**config.mk**
```make
export PLATFORM = sky130hd
export DESIGN_NAME = multi_clock_divider
export DESIGN_NICKNAME = d
export VERILOG_FILES = /design/src/rtl/multi_clock_divider.sv
export SDC_FILE = /design/constraint.sdc
export NUM_CORES = 1
export LEC_CHECK = 0
export ABC_AREA = 1
export BUFFER_PORTS_ARGS = -buffer_cell sky130_fd_sc_hd__buf_2
export CAP_MARGIN = 20
export CORE_MARGIN = 5
export CORE_UTILIZATION = 60
export DETAILED_ROUTE_END_ITERATION = 8
export GPL_ROUTABILITY_DRIVEN = 0
export GPL_TIMING_DRIVEN = 0
export PLACE_DENSITY = 0.86
export SYNTH_ARGS = -nofsm -noshare
export SYNTH_HDL_FRONTEND = slang
export SYNTH_SLANG_ARGS = --single-unit
```
**constraint.sdc**
```tcl
create_clock -name in_clk -period 2.7 [get_ports in_clk]
set_input_delay 0.54 -clock in_clk [delete_from_list [all_inputs] [get_ports in_clk]]
set_output_delay 0.54 -clock in_clk [all_outputs]
set_load 0.05 [all_outputs]
```
**src/rtl/multi_clock_divider.sv**
```systemverilog
// -----------------------------------------------------------------------------
// multi_clock_divider
//
// Divides a single source clock into CHANNELS independent outputs. Each
// channel is either a 50% duty square wave with period 2*f_act or a
// one-cycle tick with period f_act. A new factor or mode is only picked up
// at a terminal count, so no phase or pulse is ever shortened. in_sync
// restarts every running channel at the same edge.
//
// Ports
//   in_clk             source clock, all state changes on its rising edge
//   in_rst_n           asynchronous active-low reset
//   in_sync            one-cycle phase-align strobe shared by all channels
//   in_enable          per-channel run enable
//   in_mode            per-channel mode: 0 = square, 1 = tick
//   in_divider_factor  per-channel factor, channel i at [i*WIDTH +: WIDTH]
//   out_clk            per-channel divided output, straight from a register
//   out_active         per-channel running flag
// -----------------------------------------------------------------------------
module multi_clock_divider #(
    parameter int CHANNELS = 4,
    parameter int WIDTH    = 32
) (
    input  logic                      in_clk,
    input  logic                      in_rst_n,
    input  logic                      in_sync,
    input  logic [CHANNELS-1:0]       in_enable,
    input  logic [CHANNELS-1:0]       in_mode,
    input  logic [CHANNELS*WIDTH-1:0] in_divider_factor,
    output logic [CHANNELS-1:0]       out_clk,
    output logic [CHANNELS-1:0]       out_active
);

    localparam logic [WIDTH-1:0] ONE = WIDTH'(1);

    for (genvar i = 0; i < CHANNELS; i++) begin : g_ch
        logic [WIDTH-1:0] cnt;
        logic [WIDTH-1:0] cnt_nxt;
        logic [WIDTH-1:0] f_act;
        logic [WIDTH-1:0] f_nxt;
        logic [WIDTH-1:0] f_in;
        logic             mode_act;
        logic             mode_nxt;
        logic             clk_q;
        logic             clk_nxt;
        logic             run_q;
        logic             run_nxt;
        logic             terminal;
        logic             update_pt;

        assign f_in     = in_divider_factor[i*WIDTH +: WIDTH];
        // f_act is never zero while counting, so f_act-1 cannot underflow
        // and the full 2^WIDTH-1 range counts without wrapping.
        assign terminal = (cnt == (f_act - ONE));
        // Tick mode may switch at any terminal count; square mode only at
        // the falling one so each low/high pair uses the same factor.
        assign update_pt = mode_act | clk_q;

        always_comb begin
            cnt_nxt  = cnt;
            f_nxt    = f_act;
            mode_nxt = mode_act;
            clk_nxt  = clk_q;
            run_nxt  = run_q;
            if (!in_enable[i] || (f_act == '0)) begin
                // Idle: keep tracking the input so the first period uses
                // whatever factor is present when the channel starts.
                cnt_nxt  = '0;
                clk_nxt  = 1'b0;
                run_nxt  = 1'b0;
                f_nxt    = f_in;
                mode_nxt = in_mode[i];
            end else if (in_sync) begin
                cnt_nxt  = '0;
                clk_nxt  = 1'b0;
                f_nxt    = f_in;
                mode_nxt = in_mode[i];
                run_nxt  = (f_in != '0);
            end else if (!run_q) begin
                // First enabled edge acts as the start point, exactly like a
                // sync edge: the first terminal count is f_act edges later.
                cnt_nxt = '0;
                clk_nxt = 1'b0;
                run_nxt = 1'b1;
            end else if (terminal) begin
                cnt_nxt = '0;
                clk_nxt = mode_act ? 1'b1 : ~clk_q;
                if (update_pt) begin
                    f_nxt    = f_in;
                    mode_nxt = in_mode[i];
                    if (f_in == '0) begin
                        clk_nxt = 1'b0;
                        run_nxt = 1'b0;
                    end
                end
            end else begin
                cnt_nxt = cnt + ONE;
                if (mode_act) begin
                    clk_nxt = 1'b0;
                end
            end
        end

        always_ff @(posedge in_clk or negedge in_rst_n) begin
            if (!in_rst_n) begin
                cnt      <= '0;
                f_act    <= '0;
                mode_act <= 1'b0;
                clk_q    <= 1'b0;
                run_q    <= 1'b0;
            end else begin
                cnt      <= cnt_nxt;
                f_act    <= f_nxt;
                mode_act <= mode_nxt;
                clk_q    <= clk_nxt;
                run_q    <= run_nxt;
            end
        end

        assign out_clk[i]    = clk_q;
        assign out_active[i] = run_q;
    end

endmodule

```
==> impl_metrics.ini <==
[timing]
layout_worst_path_cycle_share_pct = 101.6
rsz0062_at_grt = yes
slew_headroom_pct = 57.26
hold_viol_final = 0
tightest_slew_ns = 0.6410
post-route-min-period_ns = 2.744
worst_slack_ns = -0.04419
drv_slew = 0
clock_skew_ns = 0.01438
whs_ns = 0.1774
setup_viol_count_final = 11
maxClockFrequency_mhz = 364.4

[synth]
postSynth.asyncResetShare_pct = 100.0
yosys.area.top_type_share_pct = 33.71
yosys.area.top_type = dfrtp_1
synth-compound-area-share_pct = 2.754
synth-seq-cells = 268
ys_seq_area_share_pct = 33.71
synth_edf_count = 0
synth_mux_area_share_pct = 0
synth_fa_ha_area_share_pct = 0.5031
synth_cells = 3013
synthesis.nets = 3160
synth.area.top_cells = dfrtp_1 34%, nand2_1 18%, nor2_1 10%, nand3_1 7.9%, xor2_1 6.5%
yosys_warnings = 0
synthSimpleGateAreaFrac_pct = 45.85
syn_avg_cell_area_um2 = 6.604
synth_top_family_by_area = simple AND/OR/NAND/NOR gates
synthXorXnorAreaFrac_pct = 10.01
synth_cell_types = 54
synth_ff_type = dfrtp_1
syn_area_um2 = 19900

[critical_path]
cp_max_fo = 10
critPathTopFamily = simple AND/OR/NAND/NOR gates
path_cells = nor2_1 -> nand2_1 -> nor2_1 -> nand2_4 -> buf_4 -> xor2_1 -> inv_1 -> nand4_1 -> nor2_1 -> nand3_1 -> nor2_1 -> nand2_1 -> nand2_1 -> buf_6 -> nor2_1
cp_common_cell = nor2_1
critPathSlowestCell = dfrtp_1
cp_num_buf_inv = 3
endpoint_kind = register
crit_required_ns = 3.15
cpPeakStageDelay_ns = 0.46
worstSetupPathType = register to register
start_kind = register
crit_arrival_ns = 3.19

[route]
drc = 0
antenna_left = 0
dr.pass1.iters = 8
routed_wl_mm = 60.08
viasPerCell = 5.750
via_count = 21320
wl_per_cell_um = 16.20
first_iter_violations = 2109

[run]
drv_cap = 0

[clock_tree]
cts_tree = done
cts_sinks = 268
cts-root-buf = clkbuf_16
cts_buffer_depth = 3
cts_inserted_buffers = 29
htree_levels = 1
path_clk_slew_ns = 0.06
clk-insertion-delay-late_ns = 0.57

[layout]
syn_to_final_growth_pct = 18.24
finalNonFillerCells = 3708
fillers = 2492
final_core_util_pct = 72.13
finalNetCount = 3389
drive_gt1_share_pct = 17.09

[floorplan]
initial_utilization_pct = 61.00
io_pins = 147
num_rows = 66
core_area_um2 = 32620
die_w_um = 192.1
die_h_um = 192.1
dieArea_um2 = 36900

[worst_hold_path]
hp-class = input pin to register

[power_and_ir_drop]
p_int_uw = 7274
p_leak_uw = 0.01084
switching_power_uw = 3134
ir_drop_mv = 0.5139
seqPwrFrac_pct = 43.2
p_comb_share_pct = 17.6
power_frac_clock_pct = 39.3
switching_share_pct = 30.11
p_per_area_nw_per_um2 = 442.4

[placement]
dp.cells = 3602
port_buffers = 145
dp_hpwl_mm = 43.62

[run_status]
run_status = complete, but fails checks
violations = setup timing

[global_routing]
grt_pass1_vias = 19870
grt_pass1_wl_mm = 93.63
gr-total-overflow = 0
antenna_found_initial = 1
grt_start_max_net_pins = 129
grt_usage_pct = 30.31
## synthesized netlist by cell type, types with 3 or more instances
library cell  instances
and3_1                3
nand3_2               6
nor3b_1               8
xnor2_1              75
nor2_1              536
nand3b_1             32
o21bai_1             10
nor3_1               60
nand2_1             940
ha_1                  8
nand2_4               8
nand3_1             313
a21oi_1              20
dfrtp_1             268
clkbuf_1             11
buf_1                10
or2_2                15
xor2_1              147
nand4_1              56
buf_4                13
nor2_2               31
inv_2                15
o22ai_1               3
nor4_1               34
nand2_2               9
o21ai_0              48
buf_6                 9
buf_2                20
nor2_4               16
inv_1               247
o21ai_1              13
nand3_4               3
## path summary, 6_finish.rpt
| path | start | endpoint | slack (ns) | cells after the start |
|---|---|---|---|---|
| max | g_ch[2].f_act[12] | g_ch[2].cnt[17] | -0.04 | 15 |
| max reg2reg | g_ch[2].f_act[12] | g_ch[2].cnt[17] | -0.04 | 15 |
| min in group asynchronous | in_rst_n | g_ch[2].clk_q | 0.41 | 2 |
| min | in_mode[2] | g_ch[2].mode_act | 0.18 | 3 |
| max in group asynchronous | in_rst_n | g_ch[1].f_act[3] | 1.33 | 3 |
| min reg2reg | g_ch[1].cnt[0] | g_ch[1].cnt[0] | 0.50 | 1 |
## sequential cells by signal (all words and copies together) (netlist names)
name / flops
g_ch.run_q: 4
g_ch.cnt: 128
g_ch.mode_act: 4
g_ch.f_act: 128
g_ch.clk_q: 4
## through the flow
| step | instance area, µm² | setup WS, ns | TNS [ns] | total power (µW) |
|---|---|---|---|---|
| after floorplan | 19900 | 0.3250 | 0 | 5555 |
| after global placement | 21180 | -3.596 | -969.41 | 6032 |
| after detailed placement | 21240 | -0.3874 | -29.88 | 6114 |
| after CTS | 22420 | -0.04289 | -0.3519 | 10210 |
| after global routing | 23530 | -0.2358 | -12.85 | 10830 |
| final | 23530 | -0.04419 | -0.3924 | 10410 |
## cells by family (layout without fill, tap and decap cells)
logic type	after synthesis	after routing
other	0	1
DFF	268	268
AOI/OAI and AO/OA	100	100
and+or+nand+nor	2081	2084
buffers and inverters	332	581
adders and majority gates	8	8
xor gates and xnor gates	224	224
## final cells by class
type	instances	area [µm²]	area share, %
multi-input cells	2416	12510	53.19
flip-flops and latches	268	6718	28.55
repair buffers	195	1232	5.239
inverters	265	998.5	4.244
clock buffers	41	850.8	3.616
well taps	442	553.0	2.351
plain buffers	67	523.0	2.223
clock inverters	13	133.9	0.5691
diodes	1	2.502	0.01064
## worst register-to-register path, delay by kind of cell (launching register included)
kind                      cells  cell delay, ns
and+or+nand+nor              11            1.62
DFF                           1            0.46
xor gates and xnor gates      1            0.14
buffers and inverters         3            0.41
## cell usage in the layout, fill, tap and decap left out, drive strengths merged, types with 8 or more instances in the layout
cell type,netlist,routed
ha,8,8
xnor2,75,75
o21bai,11,11
a21oi,20,20
nand2,957,959
or2,18,18
buf,55,245
o21ai,61,61
nand3,322,323
inv,262,264
nand4,56,56
nor4,34,34
clkinv,3,9
nor3b,9,9
xor2,147,147
nand3b,33,33
nor3,61,61
dfrtp,268,268
nor2,584,584
clkbuf,12,57
## what timing repair did
item | 4_1_cts | 5_1_grt
setup endpoints to repair | 239 | 265
pin swaps | 5 | 42
buffers inserted | 8 | 32
endpoints found under the hold margin | 24 | 0
gates cloned | 0 | 10
hold buffers | 1 | 0
resized for setup | 32 | 222
## per-layer routing
metal	share of wire (%)	up-vias	global-route usage, %
met3	8.6	213	3.617
met1	40	9894	40.98
met4	3.9	0	9.984
li1	-	10040	-
met5	0	-	0
met2	47	1171	50.97
## power by group through the flow
| stage | clock network [µW] | registers, µW | logic [µW] |
|---|---|---|---|
| 3_5_place_dp | 0 | 4530 | 1590 |
| 5_1_grt | 4290 | 4510 | 2030 |
| 6_report | 4090 | 4490 | 1830 |
| 4_1_cts | 4120 | 4460 | 1620 |
| 2_1_floorplan | 0 | 4440 | 1110 |
| 3_3_place_gp | 0 | 4520 | 1510 |
No activity file was read; power rests on OpenSTA's default activity.
